[src/rtl/run_monitor.sv]
// Program-run monitor: watches the fetch PC after a start pulse, counts RUN cycles,
// declares DONE after LOOP_HITS end_pc hits, flags forbidden PCs and times out.
module run_monitor #(
   parameter int ADDR_W     = 32,
   parameter int NUM_FORBID = 4,
   parameter int LOOP_HITS  = 5,
   parameter int HIT_W      = 4,
   parameter int MAX_CYCLES = 64,
   parameter int CNT_W      = 16
) (
   input  logic                         clk,
   input  logic                         rst,
   input  logic                         start,
   input  logic [ADDR_W-1:0]            pc,
   input  logic                         pc_valid,
   input  logic [ADDR_W-1:0]            end_pc,
   input  logic [NUM_FORBID*ADDR_W-1:0] forbid_pc,
   input  logic [NUM_FORBID-1:0]        forbid_en,
   output logic                         busy,
   output logic                         done,
   output logic                         timeout,
   output logic                         pass,
   output logic [NUM_FORBID-1:0]        violation,
   output logic [CNT_W-1:0]             cycle_count,
   output logic [HIT_W-1:0]             hit_count
);

   typedef enum logic [1:0] {
      S_IDLE = 2'd0,
      S_RUN  = 2'd1,
      S_DONE = 2'd2,
      S_FAIL = 2'd3
   } state_t;

   localparam logic [HIT_W-1:0] HIT_ONE    = HIT_W'(1);
   localparam logic [HIT_W-1:0] HIT_TARGET = HIT_W'(LOOP_HITS);
   localparam logic [CNT_W-1:0] CNT_ONE    = CNT_W'(1);
   localparam logic [CNT_W-1:0] CNT_LAST   = CNT_W'(MAX_CYCLES - 1);
   localparam logic [CNT_W-1:0] CNT_SAT    = {CNT_W{1'b1}};

   state_t                r_state;
   state_t                w_state_next;
   logic [CNT_W-1:0]      r_cycle_count;
   logic [HIT_W-1:0]      r_hit_count;
   logic [NUM_FORBID-1:0] r_violation;

   logic                  w_end_hit;
   logic [NUM_FORBID-1:0] w_forbid_hit;
   logic [HIT_W-1:0]      w_hit_inc;
   logic                  w_final_hit;
   logic                  w_timeout_edge;

   genvar gi;
   generate
      for (gi = 0; gi < NUM_FORBID; gi++) begin : g_forbid
         assign w_forbid_hit[gi] = pc_valid & forbid_en[gi] &
                                   (pc == forbid_pc[gi*ADDR_W +: ADDR_W]);
      end
   endgenerate

   assign w_end_hit      = pc_valid & (pc == end_pc);
   assign w_hit_inc      = r_hit_count + HIT_ONE;
   assign w_final_hit    = w_end_hit & (w_hit_inc == HIT_TARGET);
   assign w_timeout_edge = (r_cycle_count == CNT_LAST);

   always_ff @(posedge clk or posedge rst) begin
      if (rst) begin
         r_state <= S_IDLE;
      end else begin
         r_state <= w_state_next;
      end
   end

   // A final hit on the timeout edge takes priority over the timeout.
   always_comb begin
      w_state_next = r_state;
      case (r_state)
         S_RUN: begin
            if (w_final_hit) begin
               w_state_next = S_DONE;
            end else if (w_timeout_edge) begin
               w_state_next = S_FAIL;
            end
         end
         S_IDLE, S_DONE, S_FAIL: begin
            if (start) begin
               w_state_next = S_RUN;
            end
         end
         default: w_state_next = S_IDLE;
      endcase
   end

   // The cycle counter stops at MAX_CYCLES-1: the edge that leaves RUN for FAIL does not count.
   always_ff @(posedge clk or posedge rst) begin
      if (rst) begin
         r_cycle_count <= '0;
         r_hit_count   <= '0;
         r_violation   <= '0;
      end else if (r_state == S_RUN) begin
         if (!w_timeout_edge && (r_cycle_count != CNT_SAT)) begin
            r_cycle_count <= r_cycle_count + CNT_ONE;
         end
         if (w_end_hit) begin
            r_hit_count <= w_hit_inc;
         end
         r_violation <= r_violation | w_forbid_hit;
      end else if (start) begin
         r_cycle_count <= '0;
         r_hit_count   <= '0;
         r_violation   <= '0;
      end
   end

   assign busy        = (r_state == S_RUN);
   assign done        = (r_state == S_DONE);
   assign timeout     = (r_state == S_FAIL);
   assign pass        = done & ~|r_violation;
   assign violation   = r_violation;
   assign cycle_count = r_cycle_count;
   assign hit_count   = r_hit_count;

endmodule

[config.mk]
export PLATFORM = sky130hd
export DESIGN_NAME = run_monitor
export DESIGN_NICKNAME = d
export VERILOG_FILES = /design/src/rtl/run_monitor.sv
export SDC_FILE = /design/constraint.sdc
export NUM_CORES = 1
export LEC_CHECK = 0
export ABC_AREA = 1
export CAP_MARGIN = 10
export CORE_UTILIZATION = 36
export DETAILED_ROUTE_END_ITERATION = 16
export PLACE_DENSITY_LB_ADDON = 0.25
export RECOVER_POWER = 25
export SLEW_MARGIN = 15
export SYNTH_ARGS = -nofsm -noshare
export SYNTH_HDL_FRONTEND = slang
export SYNTH_SLANG_ARGS = --single-unit
[constraint.sdc]
create_clock -name clk -period 1.75 [get_ports clk]
set_input_delay 0.175 -clock clk [delete_from_list [all_inputs] [get_ports clk]]
set_output_delay 0.175 -clock clk [all_outputs]
set_load 0.005 [all_outputs]
==> results of run 1 <==
==> worst max-delay path, stage by stage, from the launching register on <==
cell                      delay, ps
sky130_fd_sc_hd__dfrtp_1        360
sky130_fd_sc_hd__ha_2           190
sky130_fd_sc_hd__nand2_2         80
sky130_fd_sc_hd__nor3_4         290
sky130_fd_sc_hd__nand2_4         90
sky130_fd_sc_hd__nor2_4         150
sky130_fd_sc_hd__nand2_4         80
sky130_fd_sc_hd__nand3_4        140
sky130_fd_sc_hd__buf_4          150
sky130_fd_sc_hd__nor2_4          40
sky130_fd_sc_hd__nand2_1         50
sky130_fd_sc_hd__o21ai_0         80
==> power by group <==
group	total, W	internal, W	switching, W
logic	0.00153	0.000889	0.000640
registers	0.000725	0.000656	0.0000691
clock network	0.000338	0.000155	0.000184
total	0.00259	0.00170	0.000893
==> worst min-delay path by stage <==
stage	from	end	slack (ps)
2_1_floorplan	rst	cycle_count[0]$_DFFE_PP0P_	220
3_3_place_gp	r_state[1]$_DFFE_PP0P_	r_state[1]$_DFFE_PP0P_	500
3_5_place_dp	r_state[1]$_DFFE_PP0P_	r_state[1]$_DFFE_PP0P_	500
4_1_cts	rst	cycle_count[6]$_DFFE_PP0P_	270
5_1_grt	rst	cycle_count[6]$_DFFE_PP0P_	560
6_report	rst	cycle_count[6]$_DFFE_PP0P_	520
==> timing repair <==
action | in CTS | in global routing
resized for setup | 12 | 47
endpoints found under the setup margin | 14 | 25
cloned | 1 | 0
buffers inserted | 7 | 6
pin swaps | 6 | 12
==> cell usage in the layout, fill, tap and decap left out, drive strengths merged, types with 2 or more instances in the layout <==
master,synthesis,routed
a211oi,2,2
a22o,4,4
buf,4,118
clkbuf,5,4
clkdlybuf4s50,0,213
dfrtp,26,26
dlymetal6s2s,0,12
ha,3,3
inv,105,105
nand2,240,241
nand3,39,39
nand4,19,19
nor2,101,101
nor3,11,11
nor3b,3,3
nor4,13,13
o2111ai,2,2
o21ai,31,31
o22ai,15,15
or2,17,17
xnor2,28,28
xor2,39,39
==> metal layers <==
metal,vias to the layer above,part of all wire,global-route usage
li1,2955,-,-
met1,2594,0.41,0.354
met2,252,0.49,0.518
met3,37,0.076,0.0392
met4,0,0.031,0.103
met5,-,0,0
==> sequential cells by signal (all words and copies together) (netlist names) <==
signal and flops:
cycle_count 16, hit_count 4, violation 4, r_state 2
==> metrics by stage <==
stage                     utilization  area (sq um)  std cells
after detailed placement        0.665          7240       1178
after global routing            0.694          7560       1195
after global placement          0.665          7240       1178
after CTS                       0.678          7380       1189
final                           0.695          7560       1196
after floorplan                     -          4040        714
==> final cells by class <==
| class | count | area [sq um] | share of cell area |
|---|---|---|---|
| Timing Repair Buffer | 346 | 3200 | 0.424 |
| Multi-Input combinational cell | 575 | 3090 | 0.408 |
| Sequential cell | 26 | 653 | 0.0864 |
| Inverter | 105 | 402 | 0.0531 |
| Tap cell | 140 | 175 | 0.0232 |
| Clock buffer | 3 | 41.3 | 0.00546 |
| Antenna cell | 1 | 2.50 | 0.000331 |
==> logic make-up after synthesis <==
kind of cell	count (synthesis)
adder cells (fa/ha/maj)	3
buffers and inverters	114
AO/OA/AOI/OAI	58
AND/OR/NAND/NOR	445
flip-flops	26
multiplexers	1
XOR/XNOR	67
==> results.md, run 1 <==
Global route:
- Entering global routing, the biggest net connects 27 pins.
- Summed over all layers, the global routing overflow is 0.
- The number of antenna violations at the first check in global routing is 1.
- The wire length of the first global-routing pass is 25800 um.
- The number of global-route vias before repair came to between 5000 and 6000.
- For this run, the total global-route usage over all layers was measured as 0.290.

Yosys:
- Summed over all instances, the cell type with the most area after synthesis is sky130_fd_sc_hd__nand2_1.
- A synthesized cell averages 5.66 sq um.
- Of all flip-flops after synthesis, the portion carrying an async set or reset was 1.00.
- In this run, synthesis produced a sequential element count of 26.
- Of the total synthesized cell area, the portion taken by full adders, half adders and majority gates is 0.00929.
- The netlist area before placement is between 4000 and 5000 sq um.
- Among all cell types in the netlist, the one instantiated most often is sky130_fd_sc_hd__nand2_1.
- The portion of synthesized area spent on multiplexers is 0.00248.
- Of the total synthesized cell area, the portion taken by XOR and XNOR cells is 0.145.
- The number of cells produced by synthesis is between 700 and 800.
- The dominant register cell in the synthesized netlist is sky130_fd_sc_hd__dfrtp_1.
- The net count of the mapped netlist is about 920.
- The dominant combinational cell family by area after synthesis is simple AND/OR/NAND/NOR gates.
- Of the total synthesized cell area, the portion taken by AND, OR, NAND and NOR gates is 0.478.
- The number of distinct library cells after synthesis is 38.
- The post-synthesis sequential area ratio is 0.161.
- By count the netlist is led by 234 x sky130_fd_sc_hd__nand2_1, 100 x sky130_fd_sc_hd__inv_1, 99 x sky130_fd_sc_hd__nor2_1, 39 x sky130_fd_sc_hd__xor2_1, 38 x sky130_fd_sc_hd__nand3_1.
- Of the post-synthesis cell area, the dominant cell type holds 0.217.
- Yosys printed 0 warnings.
- The fraction of the mapped netlist area in compound gates is 0.0950.
- In the post-synthesis netlist, the biggest area contributors are sky130_fd_sc_hd__nand2_1 22%, sky130_fd_sc_hd__dfrtp_1 16%, sky130_fd_sc_hd__inv_1 9.3%, sky130_fd_sc_hd__nor2_1 9.2%, sky130_fd_sc_hd__xor2_1 8.5%.
- The number of synthesized flops with an enable pin is 0.

Timing:
- The final period demand of the worst path is ~1800 ps.
- The transition time at the pin with the least slew margin is 678 ps.
- Setup violations remaining at the end of the flow were counted as 9.
- The final count of hold timing violations was 0.
- The top achievable clock speed is ~0.56 GHz.
- The final total negative setup slack is -159 ps.
- In the finished design, the share of the clock period the worst path needs comes to 1.02.
- Between clock sinks in the finished design, the worst skew comes to ~4.0 ps.
- Setup repair after global routing could not meet its margin everywhere.
- The worst pin sits at a relative slew slack of 0.548.
- The slack of the critical path is -39.2 ps.
- On the final layout, the worst hold slack is between 500 and 600 ps.
- The final-report max-slew violation count came to 0.

Critical path:
- The number of cell instances on the worst register-to-register path is 11.
- The data required time at the worst endpoint is around 1900 ps.
- Following the worst setup path forward leads to its endpoint at cycle_count[7]$_DFFE_PP0P_.
- In this run the worst path has a maximum fanout of 5.
- Data arrives at the worst endpoint at 1950 ps.
- The launching instance or port of the critical path is cycle_count[0]$_DFFE_PP0P_.
- The terminus of the critical flop-to-flop path is cycle_count[7]$_DFFE_PP0P_.
- The origin of the critical flop-to-flop path is cycle_count[0]$_DFFE_PP0P_.
- The endpoint kind of the worst setup timing path is a flop.
- The setup check on the worst reg-to-reg path leaves a slack of -40 ps.
- The worst setup path is of the reg2reg kind.
- The worst setup path is launched from a flop.

Pwr:
- The power per standard cell area is roughly 340 nW/um^2.
- The design draws ~0.0026 W.
- In this run the static leakage power is 3.79 nW.
- The peak supply drop is between 0.3 and 0.4 mV.

Routing:
- The average wire length per cell after detail routing is roughly 14 um.
- The remaining design rule violation count is 0.
- The antenna violation net count after detailed routing is 0.
- The violation count after the first detailed-routing iteration is approximately 270.
- The overall via count from detail_route is slightly below 6000.
- The number of vias per cell is between 4 and 5.
- The final wirelength is roughly 17000 um.
- The detailed-routing iteration count for the pre-antenna-repair pass is 7.

Floorplanning:
- The number of rows in the core area is 38.
- The die area is 11700 sq um.
- The I/O pin total is 228.
- The floorplan core area is between 10000 and 15000 sq um.
- The die is about 110 um tall.
- The initial utilization of the core area, before any placement, comes to 0.371.
- In this run the horizontal extent of the chip is around 110 um.

Job:
- Across the run, the number of max-cap violations was 0.

Clocking:
- The CTS tree is yes.
- The cell at the root of the clock tree is sky130_fd_sc_hd__clkbuf_8.
- The register clock-pin slew on the reported worst setup and hold paths is 90 ps.
- CTS built an H-tree with a depth of 1.
- The clock latency on the worst-skew pair is 270 ps.
- The TritonCTS buffer count is 3.
- Hold repair after CTS inserted 0 buffers.
- Counting along the longest clock path gives a buffer depth of 2.
- The sink count of the clock tree is 26.

Finish:
- Counting the fill cells in the layout gives around 940.
- The synthesis-to-finish area growth is 87.1%.
- The post-layout net count is around 1300.
- The ratio of cells with drive above 1 in the final layout is 0.182.

Hold path:
- The worst hold path class is in2async.

Placed design:
- The pre-CTS setup slack is -250 ps.
- The weighted congestion reported at the end of routability-driven placement is a little over 0.9.
- The count of buffers added on input and output ports is 227.
- Once detailed placement completed, the half-perimeter wirelength came to 14900 um.

Outcome:
- The run finished, with violations left.
- The final reports fail on negative setup slack.
(Power assumes the default switching activity.)
==> run 2, diff against run 1 <==
--- a/config.mk
+++ b/config.mk
@@ -6,7 +6,8 @@
 export NUM_CORES = 1
 export LEC_CHECK = 0
 export ABC_AREA = 1
-export CAP_MARGIN = 10
+export CAP_MARGIN = 5
+export CORE_MARGIN = 4
 export CORE_UTILIZATION = 36
 export DETAILED_ROUTE_END_ITERATION = 16
 export PLACE_DENSITY_LB_ADDON = 0.25
==> results.md, run 2 (synthesis gave the netlist of run 1 again) <==
Outcome:
- The run finished, with violations left.
- The checks that failed: negative setup slack.

Pwr:
- The clock network fraction of design power is 0.230 (+0.099).
- The switching power as a share of total power was 0.312 (-0.0328).
- The power per standard cell area is 381 nW/um^2 (+11%).
- The cell-internal power is 0.00200 W (+18%).
- The net switching power came to 0.000907 W (+1.6%).
- The part of the total power dissipated in sequential elements came to 0.245 (-0.035).
- The total leakage power is 3.78 nW (-0.23%).
- The peak supply drop is 0.436 mV (+27%).
- The relative contribution of combinational cells to total power was 0.524 (-0.066).

Timing:
- The final count of hold timing violations came to 0 (unchanged).
- Setup repair after global routing could not meet its margin everywhere.
- The top achievable clock speed is 0.531 GHz (-5.0%).
- The max-slew headroom at the worst pin is 0.544 (-0.00420).
- The transition time at the pin with the least slew margin was 684 ps (+6.29 ps).
- The worst clock skew on the final layout came to 7.47 ps (+3.44 ps).
- The final period demand of the worst path was 1880 ps (+94.2 ps).
- The post-route clock period utilization is 1.08 (+0.0538).
- The number of failing setup endpoints in the final timing report is 17 (+8).
- The slack of the critical path came to -133 ps (-94.2 ps).
- The final-report max-slew violation count is 0 (unchanged).

Critical path:
- The critical path goes through inv_1 -> nand2_1 -> nor4_1 -> nand3_1 -> nand3_4 -> nand2_8 -> buf_6 -> o21ai_2.
- The origin of the critical flop-to-flop path is cycle_count[12]$_DFFE_PP0P_.
- The data required time at the worst endpoint came to 1930 ps (+20 ps).
- The kind of critical path is reg2reg.
- The worst path arrival time came to 2060 ps (+110 ps).
- The delay contributed by the slowest stage of the critical path is 450 ps (+90 ps).
- The worst setup path is launched from a flop.
- The highest fanout seen on the critical path was 6 (+1).
- The worst setup path is captured at a flop.
- The number of cell instances on the worst register-to-register path was 8 (-3).
- The terminus of the critical flop-to-flop path is cycle_count[5]$_DFFE_PP0P_.
- The critical path's slowest cell is sky130_fd_sc_hd__nor4_1.
- The reg2reg setup slack is -130 ps (-90 ps).

Routing:
- The final wirelength is 18400 um (+6.1%).
- The overall via count from detail_route is 5834 (-0.069%).
- The number of vias per cell is 4.85 (-0.65%).
- The antenna violation net count after detailed routing came to 0 (unchanged).
- The remaining design rule violation count came to 0 (unchanged).
- The average wire length per cell after detail routing is 15.3 um (+5.5%).
- The detailed-routing iteration count for the pre-antenna-repair pass was 4 (-3).
- The violation count after the first detailed-routing iteration was 321 (+21%).

Finish:
- The number of flip-flops in the largest register is 16 (unchanged).
- The ratio of cells with drive above 1 in the final layout is 0.183 (+0.000684).
- The synthesis-to-finish area growth is 88.8%.
- The post-layout utilization of the core is 0.698 (+0.00316).
- The commonest non-fill, non-tap cell in the layout is sky130_fd_sc_hd__nand2_1.
- Leaving out fill and tap cells, the most frequent cells in the layout are 227 x sky130_fd_sc_hd__nand2_1, 219 x sky130_fd_sc_hd__clkdlybuf4s50_1, 118 x sky130_fd_sc_hd__buf_4.
- The number of non-filler instances in the completed layout came to 1203 (+0.59%).
- The post-layout net count is 1266 (+0.48%).

Clocking:
- The clock latency on the worst-skew pair is 260 ps (about the same).
- The cell sitting at the root of the clock tree is a sky130_fd_sc_hd__clkbuf_16.
- The sink count of the clock tree is 26 (unchanged).
- The CTS tree is yes.
- The TritonCTS buffer count is 3 (unchanged).
- The register clock-pin slew on the reported worst setup and hold paths came to 70 ps (-20 ps).
- The total number of H-tree levels was 1 (unchanged).
- The maximum buffer depth of the clock tree was 2 (unchanged).

Job:
- The max-cap check violation count is 0 (unchanged).

Placed design:
- The number of placed cells counting well taps is 1184 (+0.51%).
- The total of buffers placed on input and output ports is 227 (unchanged).
- The detailed-placement wirelength estimate is 15600 um (+5.0%).
- The weighted congestion reported at the end of routability-driven placement was 0.945 (+1.6%).

Floorplanning:
- The die area is 13000 sq um (+11%).
- The I/O pin total is 228 (unchanged).
- The floorplan core area is 10900 sq um (+0.44%).
- The initial core utilization was 0.370 (-0.00161).
- The die height is 114 um (+5.6%).
- The number of rows in the core area is 38 (unchanged).
- The horizontal extent of the die is 114 um (+5.6%).

Global route:
- The combined global-route utilization of all metal layers came to 0.262 (-0.0281).
- The number of antenna violations at the first check in global routing was 0 (-1).
- The number of global-route vias before repair is 5546 (+3.4%).
- The largest net degree at the start of global routing is 27 (unchanged).
- The overflow left after global routing is 0 (unchanged).
- The wire length of the first global-routing pass is 27000 um (+4.8%).

Hold path:
- The worst hold path class is in2async.
## run 2: how the worst max path moves through the flow
| stage | from | slack [ps] | depth (start not counted) | to |
|---|---|---|---|---|
| after floorplan | cycle_count[0]$_DFFE_PP0P_ | -20 | 11 | cycle_count[11]$_DFFE_PP0P_ |
| after global placement | pc[28] | -200 | 13 | r_state[0]$_DFFE_PP0P_ |
| after detailed placement | pc[13] | -210 | 13 | hit_count[1]$_DFFE_PP0P_ |
| after CTS | cycle_count[3]$_DFFE_PP0P_ | 10 | 10 | cycle_count[0]$_DFFE_PP0P_ |
| after global routing | cycle_count[1]$_DFFE_PP0P_ | -160 | 10 | cycle_count[5]$_DFFE_PP0P_ |
| final | cycle_count[12]$_DFFE_PP0P_ | -130 | 8 | cycle_count[5]$_DFFE_PP0P_ |
## run 2: metal layers
metal	track usage	up-vias	routed length [um]
li1	-	2967	-
met1	0.332	2591	7470
met2	0.464	254	8910
met3	0.0557	22	1690
met4	0.0428	0	292
met5	0	-	0
## run 2: worst max-delay path, delay by kind of cell, from the launching register on
family	cells	cell delay, ps
buf+inv	2	260
flops	1	380
compound gates	1	120
simple gates	5	1050
## run 2: cell type report
class	count	area, sq um
fill	955	3310
tap	140	175
clock buffer	3	75.1
clock inverter	1	30.0
inverter	105	402
timing repair buffer	352	3240
multi-input combinational	575	3050
antenna	1	2.50
sequential	26	651
## run 2: power by group through the flow
stage	registers, W	logic (W)	clock network (W)
2_1_floorplan	0.000718	0.000573	0
3_3_place_gp	0.000722	0.00149	0
3_5_place_dp	0.000727	0.00151	0
4_1_cts	0.000714	0.00152	0.000674
5_1_grt	0.000724	0.00166	0.000704
6_report	0.000714	0.00153	0.000671
## run 2: through the flow
stage	setup TNS [ps]	cell area [sq um]	total power, W	hold WS, ps	setup slack [ps]
after floorplan	-36.8	4040	0.00129	215	-18.6
after global placement	-1320	7280	0.00221	488	-201
after detailed placement	-1670	7280	0.00223	507	-213
after CTS	0	7420	0.00291	278	11.0
after global routing	-2070	7630	0.00309	579	-163
final	-1370	7630	0.00291	527	-133
## run 2: timing repair
action / 4_1_cts / 5_1_grt
setup endpoints to repair: 11 / 21
hold buffers: 0 / 0
gates resized for setup: 6 / 42
hold endpoints to repair: 0 / 0
buffers inserted: 3 / 10
cloned: 0 / 1
pin swaps: 2 / 13
==> run 3, diff against run 2 <==
--- a/config.mk
+++ b/config.mk
@@ -8,7 +8,7 @@
 export ABC_AREA = 1
 export CAP_MARGIN = 5
 export CORE_MARGIN = 4
-export CORE_UTILIZATION = 36
+export CORE_UTILIZATION = 40
 export DETAILED_ROUTE_END_ITERATION = 16
 export PLACE_DENSITY_LB_ADDON = 0.25
 export RECOVER_POWER = 25
==> constraint.sdc (replaced) <==
create_clock -name clk -period 2.08 [get_ports clk]
set_input_delay 0.208 -clock clk [delete_from_list [all_inputs] [get_ports clk]]
set_output_delay 0.208 -clock clk [all_outputs]
set_load 0.005 [all_outputs]
==> results.md, run 3 (synthesis gave the netlist of run 1 again) <==
Outcome:
- The run finished with clean final reports.

Clocking:
- The sink count of the clock tree is 26 (unchanged).
- The TritonCTS buffer count came to 3 (unchanged).
- The post-cts hold buffer count is 0 (unchanged).
- The number of resized instances in the post-cts repair step is 0 (-6).
- The register clock-pin slew on the reported worst setup and hold paths is 100 ps (+30 ps).
- The maximum buffer depth of the clock tree is 2 (unchanged).
- The setup fix buffers added after clock tree synthesis was 0 (-3).
- The total number of H-tree levels is 1 (unchanged).
- The CTS tree is yes.
- The clock latency on the worst-skew pair came to 290 ps (+30 ps).
- The cell at the root of the clock tree is sky130_fd_sc_hd__clkbuf_8.

Timing:
- The transition time at the pin with the least slew margin came to 1370 ps (+687 ps).
- The worst clock skew on the final layout is 14.6 ps (+7.10 ps).
- The final-report max-slew violation count came to 0 (unchanged).
- The final total negative setup slack was 0 ps (+1370 ps).
- The post-route clock period utilization is 0.879 (-0.197).
- The max-slew headroom at the worst pin came to 0.0858 (-0.458).
- The final count of hold timing violations is 0 (unchanged).
- The top achievable clock speed was 0.547 GHz (+3.0%).
- Setup repair after global routing left no endpoint under its margin.
- The slack of the critical path is 251 ps (+384 ps).
- The final period demand of the worst path came to 1830 ps (-54.3 ps).
- The number of failing setup endpoints in the final timing report is 0 (-17).

Critical path:
- The critical path startpoint category is a flop.
- The highest fanout seen on the critical path is 13 (+7).
- The reg2reg setup slack is 250 ps (+380 ps).
- The kind of critical path is reg2reg.
- STA classifies the critical path endpoint as a flop.
- The data required time at the worst endpoint came to 2290 ps (+360 ps).
- The worst path arrival time is 2040 ps (-20 ps).

Job:
- The max-cap check violation count was 0 (unchanged).

Routing:
- The antenna violation net count after detailed routing is 0 (unchanged).
- The wire length on met3 is 1350 um (-20%).
- The routed length on met1 is 6320 um (-15%).
- The number of vias per cell is 4.89 (+0.76%).
- The uppermost layer routed is met4.
- The overall via count from detail_route was 5419 (-7.1%).
- The final wirelength is 16400 um (-10%).
- The violation count after the first detailed-routing iteration is 242 (-25%).
- The remaining design rule violation count is 0 (unchanged).
- The detailed-routing iteration count for the pre-antenna-repair pass is 5 (+1).
- The average wire length per cell after detail routing is 14.8 um (-2.9%).
- The length of routed met2 wiring was 8350 um (-6.3%).

Hold path:
- In this run the worst hold path is classified as reg2reg.

Floorplanning:
- The die height is 109 um (-4.8%).
- The number of rows in the core area came to 36 (-5.3%).
- The floorplan core area was 9820 sq um (-10%).
- The initial core utilization was 0.412 (+0.0420).
- The die area is 11800 sq um (-9.3%).
- The I/O pin total was 228 (unchanged).
- The horizontal extent of the die is 109 um (-4.8%).

Pwr:
- The total leakage power was 3.28 nW (-13%).
- The power per standard cell area is 327 nW/um^2 (-14%).
- The peak supply drop is 0.322 mV (-26%).

Finish:
- Leaving out fill and tap cells, the most frequent cell in the layout is sky130_fd_sc_hd__nand2_1.
- The post-layout net count is 1180 (-6.8%).
- The ratio of cells with drive above 1 in the final layout was 0.0871 (-0.0956).
- The number of flip-flops in the largest register is 16 (unchanged).
- The layout filler cell count is 909 (-4.8%).
- The count of antenna diodes in the layout is 0 (-1).
- Leaving out fill and tap cells, the most frequent cells in the layout are 234 x sky130_fd_sc_hd__nand2_1, 227 x sky130_fd_sc_hd__clkdlybuf4s50_1, 100 x sky130_fd_sc_hd__inv_1.
- The synthesis-to-finish area growth is 68.5%.

Placed design:
- The total of buffers placed on input and output ports is 227 (unchanged).
- The detailed-placement wirelength estimate is 14800 um (-5.6%).
- The weighted congestion reported at the end of routability-driven placement came to 0.939 (-0.65%).
- The pre-CTS setup slack is 90.7 ps (+304 ps).

Global route:
- The combined global-route utilization of all metal layers came to 0.274 (+0.0124).
- The number of antenna violations at the first check in global routing is 0 (unchanged).
- The overflow left after global routing came to 0 (unchanged).
- The number of global-route vias before repair is 5265 (-5.1%).
- The largest net degree at the start of global routing came to 27 (unchanged).
- The wire length of the first global-routing pass was 25300 um (-6.4%).
-- run 3: cell types whose count changed in the layout (fill, tap and decap cells not counted), moves of 7 or more --
| cell | previous run | this run |
|---|---|---|
| sky130_fd_sc_hd__buf_4 | 118 | 39 |
| sky130_fd_sc_hd__clkdlybuf4s50_1 | 219 | 227 |
| sky130_fd_sc_hd__nand2_1 | 227 | 234 |
| sky130_fd_sc_hd__nand2_2 | 11 | 4 |
| sky130_fd_sc_hd__o21ai_0 | 19 | 26 |
-- run 3: final cells by class --
cell class	count	area [sq um]	share of cell area
Sequential cell	26	652	0.0958
Inverter	105	394	0.0579
Clock buffer	3	41.3	0.00607
Tap cell	133	166	0.0244
Timing Repair Buffer	267	2570	0.377
Multi-Input combinational cell	574	2960	0.434
Clock inverter	1	30.0	0.00441
-- run 3: per-stage QoR --
step | cells | util | hold slack, ps | power [W] | cell area (sq um)
2_1_floorplan | 714 | - | 248 | 0.00109 | 4040
3_3_place_gp | 1105 | 0.686 | 490 | 0.00178 | 6730
3_5_place_dp | 1105 | 0.686 | 489 | 0.00180 | 6730
4_1_cts | 1109 | 0.693 | 294 | 0.00223 | 6800
5_1_grt | 1109 | 0.693 | 560 | 0.00238 | 6810
6_report | 1109 | 0.693 | 518 | 0.00223 | 6810
-- run 3: path summary, 6_finish.rpt --
path | start | endpoint | depth (start not counted)
worst max-delay path | cycle_count[1]$_DFFE_PP0P_ | cycle_count[0]$_DFFE_PP0P_ | 11
worst min-delay path | r_state[1]$_DFFE_PP0P_ | r_state[1]$_DFFE_PP0P_ | 2
worst max register to register | cycle_count[1]$_DFFE_PP0P_ | cycle_count[0]$_DFFE_PP0P_ | 11
worst min register to register | r_state[1]$_DFFE_PP0P_ | r_state[1]$_DFFE_PP0P_ | 2
max in group asynchronous | rst | cycle_count[0]$_DFFE_PP0P_ | 3
min in group asynchronous | rst | violation[3]$_DFFE_PP0P_ | 3
-- run 3: critical path, cell delays in order, from the launching register on --
cell,delay (ps)
sky130_fd_sc_hd__dfrtp_1,410
sky130_fd_sc_hd__ha_1,220
sky130_fd_sc_hd__nand2_2,90
sky130_fd_sc_hd__nor3_4,210
sky130_fd_sc_hd__nand2_4,90
sky130_fd_sc_hd__nor2_4,110
sky130_fd_sc_hd__nand2_2,80
sky130_fd_sc_hd__nand3_4,130
sky130_fd_sc_hd__nand2_4,150
sky130_fd_sc_hd__inv_2,150
sky130_fd_sc_hd__nand2_1,60
sky130_fd_sc_hd__o21ai_0,60
-- run 3: metal layers --
metal | track usage | vias to the layer above
met5 | 0 | -
met1 | 0.318 | 2389
met3 | 0.0543 | 27
met2 | 0.510 | 220
li1 | - | 2783
met4 | 0.0739 | 0
-- run 3: power by group --
| group | internal (W) | leakage [nW] | switching (W) |
|---|---|---|---|
| Clock | 0.000258 | 0.0357 | 0.000177 |
| Combinational | 0.000690 | 2.94 | 0.000506 |
| Sequential | 0.000552 | 0.306 | 0.0000445 |
| Total | 0.00150 | 3.28 | 0.000728 |
